<file path="config.mk">
export PLATFORM = sky130hd
export DESIGN_NAME = mem_stage
export DESIGN_NICKNAME = d
export VERILOG_FILES = /design/src/rtl/mem_stage.sv
export SDC_FILE = /design/constraint.sdc
export NUM_CORES = 1
export LEC_CHECK = 0
export CAP_MARGIN = 20
export CELL_PAD_IN_SITES_DETAIL_PLACEMENT = 1
export CELL_PAD_IN_SITES_GLOBAL_PLACEMENT = 1
export CORE_MARGIN = 4
export CORE_UTILIZATION = 36
export DETAILED_ROUTE_END_ITERATION = 6
export PLACE_DENSITY_LB_ADDON = 0.1
export SETUP_SLACK_MARGIN = 0.02
export SLEW_MARGIN = 10
export SYNTH_ARGS = -nofsm -noshare
export SYNTH_HDL_FRONTEND = slang
export SYNTH_SLANG_ARGS = --single-unit
</file>
<file path="constraint.sdc">
create_clock -name clk -period 6.8 [get_ports clk]
set_clock_uncertainty 0.05 [all_clocks]
set_input_delay 1.36 -clock clk [delete_from_list [all_inputs] [get_ports clk]]
set_output_delay 1.36 -clock clk [all_outputs]
set_load 0.05 [all_outputs]
</file>
<file path="src/rtl/mem_stage.sv">
// ---------------------------------------------------------------------------
// mem_stage
//   Memory stage that sits directly after execute. Results from the execute
//   stage are registered here. LOAD/STORE go out to the data memory over a
//   req/ack handshake, and the stage stalls execute while an access is
//   outstanding. The stage drives the writeback bundle and a forwarding copy
//   of it back to decode.
//
//   State table
//     state  | meaning
//     S_IDLE | no access pending; one EX bundle can be accepted per cycle
//     S_WAIT | mem_req high, waiting for mem_ack or timeout; stall high
//
// Ports
//   clk, reset                      rising-edge clock, async active-high reset
//   valid_in, control_in,
//   result_in, store_data,
//   dest_index_in, we_in            EX bundle (control_in[3:0] is the opcode)
//   stall                           EX must hold its bundle
//   mem_req/we/addr/wdata           data-memory request (registered)
//   mem_rdata, mem_ack              data-memory response
//   valid_out, wb_*                 writeback bundle (valid_out is a pulse)
//   control_out                     control of the retired instruction
//   fwd_*                           forwarding copy of the writeback bundle
//   mem_err                         sticky memory-timeout flag
// ---------------------------------------------------------------------------
module mem_stage #(
    parameter int DATA_W  = 16,
    parameter int ADDR_W  = 16,
    parameter int TIMEOUT = 15
) (
    input  logic              clk,
    input  logic              reset,
    input  logic              valid_in,
    input  logic [4:0]        control_in,
    input  logic [DATA_W-1:0] result_in,
    input  logic [DATA_W-1:0] store_data,
    input  logic [4:0]        dest_index_in,
    input  logic              we_in,
    output logic              stall,
    output logic              mem_req,
    output logic              mem_we,
    output logic [ADDR_W-1:0] mem_addr,
    output logic [DATA_W-1:0] mem_wdata,
    input  logic [DATA_W-1:0] mem_rdata,
    input  logic              mem_ack,
    output logic              valid_out,
    output logic [DATA_W-1:0] wb_data,
    output logic [4:0]        wb_index,
    output logic              wb_we,
    output logic [4:0]        control_out,
    output logic              fwd_valid,
    output logic [4:0]        fwd_index,
    output logic [DATA_W-1:0] fwd_data,
    output logic              mem_err
);

    localparam logic [3:0] OP_NOP   = 4'b0000;
    localparam logic [3:0] OP_LOAD  = 4'b1100;
    localparam logic [3:0] OP_STORE = 4'b1110;

    localparam int CNT_W = (TIMEOUT < 2) ? 1 : $clog2(TIMEOUT + 1);
    localparam logic [CNT_W-1:0] CNT_MAX = CNT_W'(TIMEOUT);

    typedef enum logic {
        S_IDLE = 1'b0,
        S_WAIT = 1'b1
    } state_t;

    state_t           r_state;
    logic [CNT_W-1:0] r_cnt;
    logic [4:0]       r_idx;
    logic [4:0]       r_ctrl;

    logic w_is_load;
    logic w_is_store;
    logic w_is_nop;

    assign w_is_load  = (control_in[3:0] == OP_LOAD);
    assign w_is_store = (control_in[3:0] == OP_STORE);
    assign w_is_nop   = (control_in[3:0] == OP_NOP);

    assign stall     = (r_state == S_WAIT);
    assign fwd_valid = valid_out & wb_we;
    assign fwd_index = wb_index;
    assign fwd_data  = wb_data;

    always_ff @(posedge clk or posedge reset) begin
        if (reset) begin
            r_state     <= S_IDLE;
            r_cnt       <= '0;
            r_idx       <= '0;
            r_ctrl      <= '0;
            mem_req     <= 1'b0;
            mem_we      <= 1'b0;
            mem_addr    <= '0;
            mem_wdata   <= '0;
            valid_out   <= 1'b0;
            wb_data     <= '0;
            wb_index    <= '0;
            wb_we       <= 1'b0;
            control_out <= '0;
            mem_err     <= 1'b0;
        end else begin
            valid_out <= 1'b0;
            case (r_state)
                S_IDLE: begin
                    if (valid_in) begin
                        if (w_is_load || w_is_store) begin
                            mem_req  <= 1'b1;
                            mem_we   <= w_is_store;
                            mem_addr <= result_in[ADDR_W-1:0];
                            if (w_is_store) begin
                                mem_wdata <= store_data;
                            end
                            r_idx   <= dest_index_in;
                            r_ctrl  <= control_in;
                            r_cnt   <= '0;
                            r_state <= S_WAIT;
                        end else begin
                            valid_out   <= 1'b1;
                            wb_data     <= result_in;
                            wb_index    <= dest_index_in;
                            wb_we       <= we_in & ~w_is_nop;
                            control_out <= control_in;
                        end
                    end
                end
                S_WAIT: begin
                    // ack takes priority over the timeout in the terminal cycle
                    if (mem_ack) begin
                        mem_req     <= 1'b0;
                        r_state     <= S_IDLE;
                        valid_out   <= 1'b1;
                        wb_index    <= r_idx;
                        control_out <= r_ctrl;
                        if (mem_we) begin
                            wb_we   <= 1'b0;
                            wb_data <= DATA_W'(mem_addr);
                        end else begin
                            wb_we   <= 1'b1;
                            wb_data <= mem_rdata;
                        end
                    end else if (r_cnt == CNT_MAX) begin
                        // abort: retire with no register write, wb_data held
                        mem_req     <= 1'b0;
                        mem_err     <= 1'b1;
                        r_state     <= S_IDLE;
                        valid_out   <= 1'b1;
                        wb_we       <= 1'b0;
                        wb_index    <= r_idx;
                        control_out <= r_ctrl;
                    end else begin
                        r_cnt <= r_cnt + 1'b1;
                    end
                end
                default: begin
                    r_state <= S_IDLE;
                    mem_req <= 1'b0;
                end
            endcase
        end
    end

endmodule

</file>
==> metrics.txt, run 1 <==
# TYPE chip_impl_metric gauge
chip_impl_info{name="result_of_the_run",value="completed"} 1
chip_impl_metric{name="reg2reg_setup_slack",unit="ns"} 4.36
chip_impl_info{name="criticalPathCategory",value="flip-flop to output pin"} 1
chip_impl_metric{name="post_cts_setup_driven_buffer_insertion_count",unit=""} 0
chip_impl_metric{name="aggregate_global_route_resource_usage",unit="%"} 16.52
chip_impl_metric{name="placeableCoreArea",unit="um^2"} 9955
chip_impl_info{name="timing.critical_path.from_type",value="flip-flop"} 1
chip_impl_metric{name="post-route-period-util",unit="%"} 52.11
chip_impl_metric{name="vertical_die_dimension",unit="um"} 109.9
chip_impl_metric{name="place_congestion",unit=""} 0.7068
chip_impl_metric{name="finalWorstPathRequiredPeriod",unit="ns"} 3.543
chip_impl_metric{name="dp.final_hpwl",unit="um"} 6571
chip_impl_metric{name="number_of_antenna_violations_at_the_first_check_in_global_routing",unit=""} 0
chip_impl_metric{name="ant_nets",unit=""} 0
chip_impl_metric{name="irDropWorstVdd",unit="V"} 0.0001710
chip_impl_metric{name="synth-seq-area-share",unit="%"} 52.19
chip_impl_metric{name="ys_warn_count",unit=""} 0
chip_impl_metric{name="report.final.hold_viol_count",unit=""} 0
chip_impl_metric{name="critPathArrivalTime",unit="ns"} 2.13
chip_impl_info{name="clock_tree.root_cell",value="clkbuf_8"} 1
chip_impl_metric{name="drc_errors",unit=""} 0
chip_impl_metric{name="portBuffers",unit=""} 148
chip_impl_metric{name="grt.overflow.total",unit=""} 0
chip_impl_metric{name="detail_route.wl_per_cell",unit="um"} 17.35
chip_impl_metric{name="max_freq",unit="MHz"} 282.2
chip_impl_metric{name="core.rowCount",unit=""} 36
chip_impl_metric{name="synthToLayoutAreaGrowth",unit="%"} 44.80
chip_impl_info{name="final_cell_mix",value="clkdlybuf4s50_1 (148), dfrtp_1 (77), mux2_2 (55)"} 1
chip_impl_metric{name="postRouteWirelength",unit="um"} 9509
chip_impl_metric{name="crit_path_max_fanout",unit=""} 56
chip_impl_metric{name="cellPowerDensity",unit="nW/um^2"} 334.3
chip_impl_metric{name="viasPerCell",unit=""} 4.818
chip_impl_metric{name="die_x",unit="um"} 109.9
chip_impl_metric{name="ctsResizeCount",unit=""} 0
chip_impl_metric{name="io-pin-count",unit=""} 149
chip_impl_info{name="hold_path_startpoint",value="r_ctrl[2]$_DFFE_PP0P_"} 1
chip_impl_info{name="rsz_0062_raised_after_global_routing",value="false"} 1
chip_impl_metric{name="htreeDepth",unit=""} 3
chip_impl_info{name="whs_endpoint",value="r_ctrl[2]$_DFFE_PP0P_"} 1
chip_impl_metric{name="crit_path_largest_cell_delay",unit="ns"} 0.93
chip_impl_metric{name="fp.dieArea",unit="um^2"} 12080
chip_impl_info{name="cts_tree",value="built"} 1
chip_impl_metric{name="tritoncts.num_buffers",unit=""} 9
chip_impl_metric{name="post-route-worst-setup-slack",unit="ns"} 3.257
chip_impl_metric{name="grt_pass1_vias",unit=""} 2912
chip_impl_info{name="worst_r2r_endpoint",value="fwd_index[3]$_DFFE_PP0P_"} 1
chip_impl_info{name="critical_path.reg2reg.startpoint",value="stall$_DFF_PP0_"} 1
chip_impl_info{name="most_common_cell_after_layout_fill_and_taps_aside",value="clkdlybuf4s50_1"} 1
chip_impl_metric{name="numClockSinks",unit=""} 78
chip_impl_metric{name="wire_length_of_the_first_global_routing_pass",unit="um"} 15210
chip_impl_metric{name="max_cap_violations",unit=""} 0
chip_impl_info{name="hold_path_class",value="flip-flop to flip-flop"} 1
chip_impl_metric{name="drt-initial-drc-count",unit=""} 27
chip_impl_metric{name="worst_slew_pin_slew",unit="ns"} 0.8257
chip_impl_metric{name="syn-mean-instance-area",unit="um^2"} 13.31
chip_impl_metric{name="clock_path_buffers",unit=""} 2
chip_impl_metric{name="ctsHoldBuffers",unit=""} 0
chip_impl_info{name="critical_path.slowest_cell",value="clkdlybuf4s50_1"} 1
chip_impl_info{name="path_cells",value="buf_4, clkdlybuf4s50_1"} 1
chip_impl_metric{name="hold_depth",unit=""} 1
chip_impl_metric{name="ff2ff_path_depth",unit=""} 4
chip_impl_metric{name="grt_max_degree",unit=""} 79
chip_impl_metric{name="instance_count_of_the_mapped_netlist",unit=""} 281
chip_impl_info{name="worst_setup_path_startpoint",value="stall$_DFF_PP0_"} 1
chip_impl_metric{name="synth.ff_latch_count",unit=""} 78
chip_impl_metric{name="yosysUniqueCellTypes",unit=""} 32
chip_impl_metric{name="worstPathRequired",unit="ns"} 5.39
chip_impl_metric{name="fin_tns_setup",unit="ns"} 0
chip_impl_metric{name="timing_max_transition_violations_final",unit=""} 0
chip_impl_metric{name="static-leakage-power",unit="nW"} 2.273
chip_impl_metric{name="design.final.nets",unit=""} 474
chip_impl_metric{name="relSlewSlack",unit="%"} 44.95
chip_impl_metric{name="setup_viol_count_final",unit=""} 0
chip_impl_metric{name="num_antenna_cells",unit=""} 0
chip_impl_metric{name="post_synth_instance_area",unit="um^2"} 3740
chip_impl_metric{name="start_util",unit="%"} 37.57
chip_impl_info{name="timing.critical_path.to_type",value="output pin"} 1
chip_impl_metric{name="clk_pin_slew_worst_paths",unit="ns"} 0.08
chip_impl_metric{name="clock_latency",unit="ns"} 0.35
chip_impl_metric{name="via_count",unit=""} 2640
chip_impl_metric{name="preCtsSetupSlack",unit="ns"} 3.334
chip_impl_metric{name="layout-drive-gt1-share",unit="%"} 24.82
chip_impl_metric{name="drt_first_pass_iters",unit=""} 4
chip_impl_metric{name="syn_nets",unit=""} 345
## critical path, delay by kind of cell, from the launching register on
family                 cells  cell delay, ns
buffers and inverters      2            1.44
flip-flops                 1            0.34
## power breakdown
part | switching [mW] | leakage [nW] | internal (mW)
Clock | 0.175 | 0.0955 | 0.180
Sequential | 0.0673 | 0.937 | 0.559
Combinational | 0.508 | 1.24 | 0.321
Total | 0.750 | 2.27 | 1.06
## Yosys cell counts
cell type,count,share of area [%]
o21bai_1,1,0.20
nor2_1,17,1.7
nand3b_1,1,0.20
nand4_1,1,0.17
mux2_2,55,17
and3_1,1,0.17
nor4_1,1,0.17
buf_4,25,5.0
nand2b_1,5,0.84
mux2i_1,17,4.5
clkbuf_1,1,0.10
nand4b_4,1,0.64
o21ai_2,1,0.23
ha_1,1,0.33
buf_6,3,0.90
dfrtp_1,78,52
o21ai_0,5,0.67
nor2b_1,2,0.33
nand3_1,5,0.67
or2_1,1,0.17
inv_1,3,0.30
o2bb2ai_1,1,0.23
a21o_1,2,0.40
buf_2,6,0.80
and4bb_4,1,0.44
mux2_4,19,7.6
nor2_4,2,0.60
mux2i_4,1,0.60
nand2_1,3,0.30
a21oi_1,17,2.3
nor3_1,2,0.27
and2_1,2,0.33
## state kept, by name, summed over array words and instances, names as in the netlist
name and count:
mem_req 1, r_cnt 4, control_out 5, mem_addr 16, fwd_data 16, mem_err 1
mem_we 1, valid_out 1, mem_wdata 16, fwd_index 5, r_ctrl 5, wb_we 1
stall 1, r_idx 5
## metrics by stage
stage	instances	cell area, um^2	utilization [%]	total power, mW	hold WS, ns
finish	548	5415	54.40	1.810	0.4231
global route	548	5415	54.40	1.900	0.4563
CTS	546	5360	53.85	1.826	0.4268
global placement	530	5160	51.84	1.450	0.3947
detailed placement	530	5160	51.84	1.464	0.4059
floorplan	281	3740	-	1.201	0.3785
## layout make-up
class	instances	area [um^2]
fill	1031	4539
timing repair buffer	153	1559
inverter	3	12.51
tap	133	166.4
clock buffer	11	141.4
sequential	78	1953
clock inverter	5	58.81
multi-input combinational	165	1524
## cells by family after synthesis
| kind of cell | after synthesis | synth area share [%] |
|---|---|---|
| AO/OA/AOI/OAI | 27 | 4.015 |
| flip-flops | 78 | 52.19 |
| AND/OR/NAND/NOR | 45 | 6.993 |
| multiplexers | 92 | 29.34 |
| adder cells (fa/ha/maj) | 1 | 0.3345 |
| buffers and inverters | 38 | 7.126 |
## worst max path at each step
stage | to | slack (ns) | depth (start not counted)
after floorplan | control_out[0]$_DFFE_PP0P_ | 3.39 | 1
after global placement | mem_we | 3.33 | 1
after detailed placement | mem_we | 3.33 | 1
after CTS | mem_we | 2.94 | 1
after global routing | stall | 3.17 | 2
final | stall | 3.26 | 2
## layer usage
layer  global-route usage (%)  up-vias  routed length [um]
li1                         -     1219                   -
met1                    20.27     1324                4025
met2                    27.08       90                4647
met3                    6.988        7                 757
met4                    3.562        0                  78
met5                        0        -                   0
Power figures use the tool's default switching activity.
==> run 2, diff against run 1 <==
CORE_UTILIZATION = 30   (was 36)
clock period = 3.15 ns   (was 6.8 ns; I/O delays follow)
==> run 2 against run 1 <==
Clock-buffer cell count up 1. Setup slack worse by 2.4 ns. Sequential share of layout area down 0.99 points. Sequential cell count unchanged. Routed wire length up 4.8%. Die area up 18%.
==> metrics.txt, run 2 (synthesis gave the netlist of run 1 again) <==
# TYPE chip_impl_metric gauge
chip_impl_info{name="result_of_the_run",value="completed"} 1
chip_impl_metric{name="worst_slew_pin_slew",unit="ns"} 0.5623
chip_impl_metric{name="via_count",unit=""} 2607
chip_impl_metric{name="cellPowerDensity",unit="nW/um^2"} 755.0
chip_impl_metric{name="layout.filler_cells",unit=""} 1278
chip_impl_metric{name="core.rowCount",unit=""} 40
chip_impl_metric{name="die_x",unit="um"} 119.7
chip_impl_info{name="final_cell_mix",value="clkdlybuf4s50_1 (148), dfrtp_1 (77), mux2_2 (55)"} 1
chip_impl_metric{name="critPathArrivalTime",unit="ns"} 1.65
chip_impl_metric{name="grt_max_degree",unit=""} 51
chip_impl_metric{name="post-route-period-util",unit="%"} 74.12
chip_impl_metric{name="start_util",unit="%"} 30.88
chip_impl_metric{name="report.final.hold_viol_count",unit=""} 0
chip_impl_metric{name="crit_path_max_fanout",unit=""} 3
chip_impl_metric{name="layout.cell_area.non_filler",unit="um^2"} 5568
chip_impl_metric{name="place_congestion",unit=""} 0.6872
chip_impl_metric{name="pwr-share-seq",unit="%"} 32.2
chip_impl_metric{name="portBuffers",unit=""} 148
chip_impl_metric{name="layout-drive-gt1-share",unit="%"} 25.36
chip_impl_metric{name="multiInputGateArea",unit="um^2"} 1524
chip_impl_metric{name="ctsHoldBuffers",unit=""} 0
chip_impl_metric{name="clock_latency",unit="ns"} 0.34
chip_impl_metric{name="design.final.nets",unit=""} 477
chip_impl_metric{name="aggregate_global_route_resource_usage",unit="%"} 14.79
chip_impl_metric{name="ff_latch_area",unit="um^2"} 1953
chip_impl_metric{name="dp.final_hpwl",unit="um"} 7045
chip_impl_metric{name="clock_share_of_power",unit="%"} 25.2
chip_impl_info{name="hold_path_class",value="flip-flop to flip-flop"} 1
chip_impl_metric{name="static-leakage-power",unit="nW"} 2.339
chip_impl_metric{name="viasPerCell",unit=""} 4.449
chip_impl_metric{name="drc_errors",unit=""} 0
chip_impl_metric{name="hold_depth",unit=""} 1
chip_impl_metric{name="post_cts_setup_driven_buffer_insertion_count",unit=""} 0
chip_impl_metric{name="numClockSinks",unit=""} 78
chip_impl_metric{name="relSlewSlack",unit="%"} 62.47
chip_impl_metric{name="timing_max_transition_violations_final",unit=""} 0
chip_impl_metric{name="worstPathRequired",unit="ns"} 2.47
chip_impl_info{name="path_cells",value="and2_1, clkdlybuf4s50_1"} 1
chip_impl_metric{name="placeableCoreArea",unit="um^2"} 12110
chip_impl_metric{name="max_freq",unit="MHz"} 428.3
chip_impl_metric{name="grt.overflow.total",unit=""} 0
chip_impl_metric{name="postRouteWirelength",unit="um"} 9961
chip_impl_metric{name="clock_path_buffers",unit=""} 2
chip_impl_metric{name="finalWorstPathRequiredPeriod",unit="ns"} 2.335
chip_impl_metric{name="detailed_place.area",unit="um^2"} 5266
chip_impl_metric{name="fin_tns_setup",unit="ns"} 0
chip_impl_metric{name="drt-initial-drc-count",unit=""} 100
chip_impl_metric{name="vertical_die_dimension",unit="um"} 119.7
chip_impl_metric{name="wire_length_of_the_first_global_routing_pass",unit="um"} 16480
chip_impl_metric{name="ff2ff_path_depth",unit=""} 5
chip_impl_info{name="rsz_0062_raised_after_global_routing",value="false"} 1
chip_impl_metric{name="combinational_group_share_of_total_power",unit="%"} 42.6
chip_impl_metric{name="io-pin-count",unit=""} 149
chip_impl_info{name="clock_tree.root_cell",value="clkbuf_16"} 1
chip_impl_metric{name="final_core_util",unit="%"} 45.97
chip_impl_metric{name="reg2reg_setup_slack",unit="ns"} 1.18
chip_impl_metric{name="crit_path_largest_cell_delay",unit="ns"} 0.79
chip_impl_metric{name="power_spent_charging_and_discharging_nets",unit="mW"} 1.653
chip_impl_metric{name="number_of_antenna_violations_at_the_first_check_in_global_routing",unit=""} 0
chip_impl_info{name="criticalPathCategory",value="flip-flop to output pin"} 1
chip_impl_metric{name="swShare",unit="%"} 39.32
chip_impl_metric{name="dr_wl_met2",unit="um"} 4627
chip_impl_info{name="timing.critical_path.from_type",value="flip-flop"} 1
chip_impl_metric{name="max_cap_violations",unit=""} 0
chip_impl_metric{name="htreeDepth",unit=""} 3
chip_impl_metric{name="intPower",unit="mW"} 2.551
chip_impl_info{name="cts_tree",value="built"} 1
chip_impl_metric{name="route.layer.met1.wl",unit="um"} 4444
chip_impl_metric{name="setup_viol_count_final",unit=""} 0
chip_impl_info{name="critical_path.slowest_cell",value="clkdlybuf4s50_1"} 1
chip_impl_info{name="dr.max_layer_used",value="met4"} 1
chip_impl_info{name="timing.critical_path.to_type",value="output pin"} 1
chip_impl_metric{name="grt_pass1_vias",unit=""} 3015
chip_impl_metric{name="fp.dieArea",unit="um^2"} 14320
chip_impl_metric{name="irDropWorstVdd",unit="V"} 0.0004767
chip_impl_metric{name="ctsResizeCount",unit=""} 0
chip_impl_info{name="most_common_cell_after_layout_fill_and_taps_aside",value="clkdlybuf4s50_1"} 1
chip_impl_metric{name="clk_pin_slew_worst_paths",unit="ns"} 0.06
chip_impl_metric{name="hold-worst-slack",unit="ns"} 0.4218
chip_impl_metric{name="ant_nets",unit=""} 0
chip_impl_metric{name="drt_first_pass_iters",unit=""} 3
chip_impl_metric{name="tritoncts.num_buffers",unit=""} 9
chip_impl_metric{name="routed-wl-met3",unit="um"} 761
chip_impl_metric{name="detail_route.wl_per_cell",unit="um"} 17.00
chip_impl_metric{name="num_antenna_cells",unit=""} 0
chip_impl_metric{name="synthToLayoutAreaGrowth",unit="%"} 48.88
## run 2: cell types whose count changed in the layout (fill, tap and decap cells not counted), sizes merged
cell      change
clkinv        +1
clkbuf        +1
buf           +3
clkinvlp      -2
## run 2: worst max-delay path: cells and delay by family (launching register included)
kind	cells	cell delay, ns
and+or+nand+nor	1	0.14
buffers and inverters	1	0.79
DFF	1	0.39
## run 2: final timing paths
path,startpoint,endpoint
min in group asynchronous,reset,mem_wdata[1]$_DFFE_PP0P_
worst min register to register,r_ctrl[2]$_DFFE_PP0P_,r_ctrl[2]$_DFFE_PP0P_
worst max-delay path,wb_we$_DFFE_PP0P_,fwd_valid
worst max register to register,stall$_DFF_PP0_,fwd_index[3]$_DFFE_PP0P_
max in group asynchronous,reset,stall$_DFF_PP0_
worst min-delay path,r_ctrl[2]$_DFFE_PP0P_,r_ctrl[2]$_DFFE_PP0P_
## run 2: layer usage
| metal | global-route usage [%] | vias to the layer above |
|---|---|---|
| met4 | 4.510 | 0 |
| met3 | 6.975 | 9 |
| li1 | - | 1223 |
| met1 | 18.34 | 1282 |
| met5 | 0 | - |
| met2 | 22.95 | 93 |
## run 2: area by class of cell
class,instances,share of cell area [%]
sequential,78,35.08
timing repair buffer,156,28.13
multi-input combinational,165,27.37
clock buffer,12,4.607
tap,168,3.775
clock inverter,4,0.8090
inverter,3,0.2247
## run 2: metrics by stage
| stage | std cells | setup WS (ns) | power [mW] |
|---|---|---|---|
| 2_1_floorplan | 281 | 0.4750 | 2.592 |
| 3_3_place_gp | 570 | 0.6786 | 3.160 |
| 3_5_place_dp | 570 | 0.6405 | 3.181 |
| 4_1_cts | 586 | 0.7769 | 4.275 |
| 5_1_grt | 586 | 0.7446 | 4.414 |
| 6_report | 586 | 0.8153 | 4.204 |
## run 2: power by group through the flow
stage	Clock, mW	Sequential [mW]	Combinational, mW
after detailed placement	0	1.37	1.81
after global routing	1.15	1.39	1.87
final	1.06	1.35	1.79
after CTS	1.10	1.36	1.81
after floorplan	0	1.96	0.635
after global placement	0	1.36	1.80
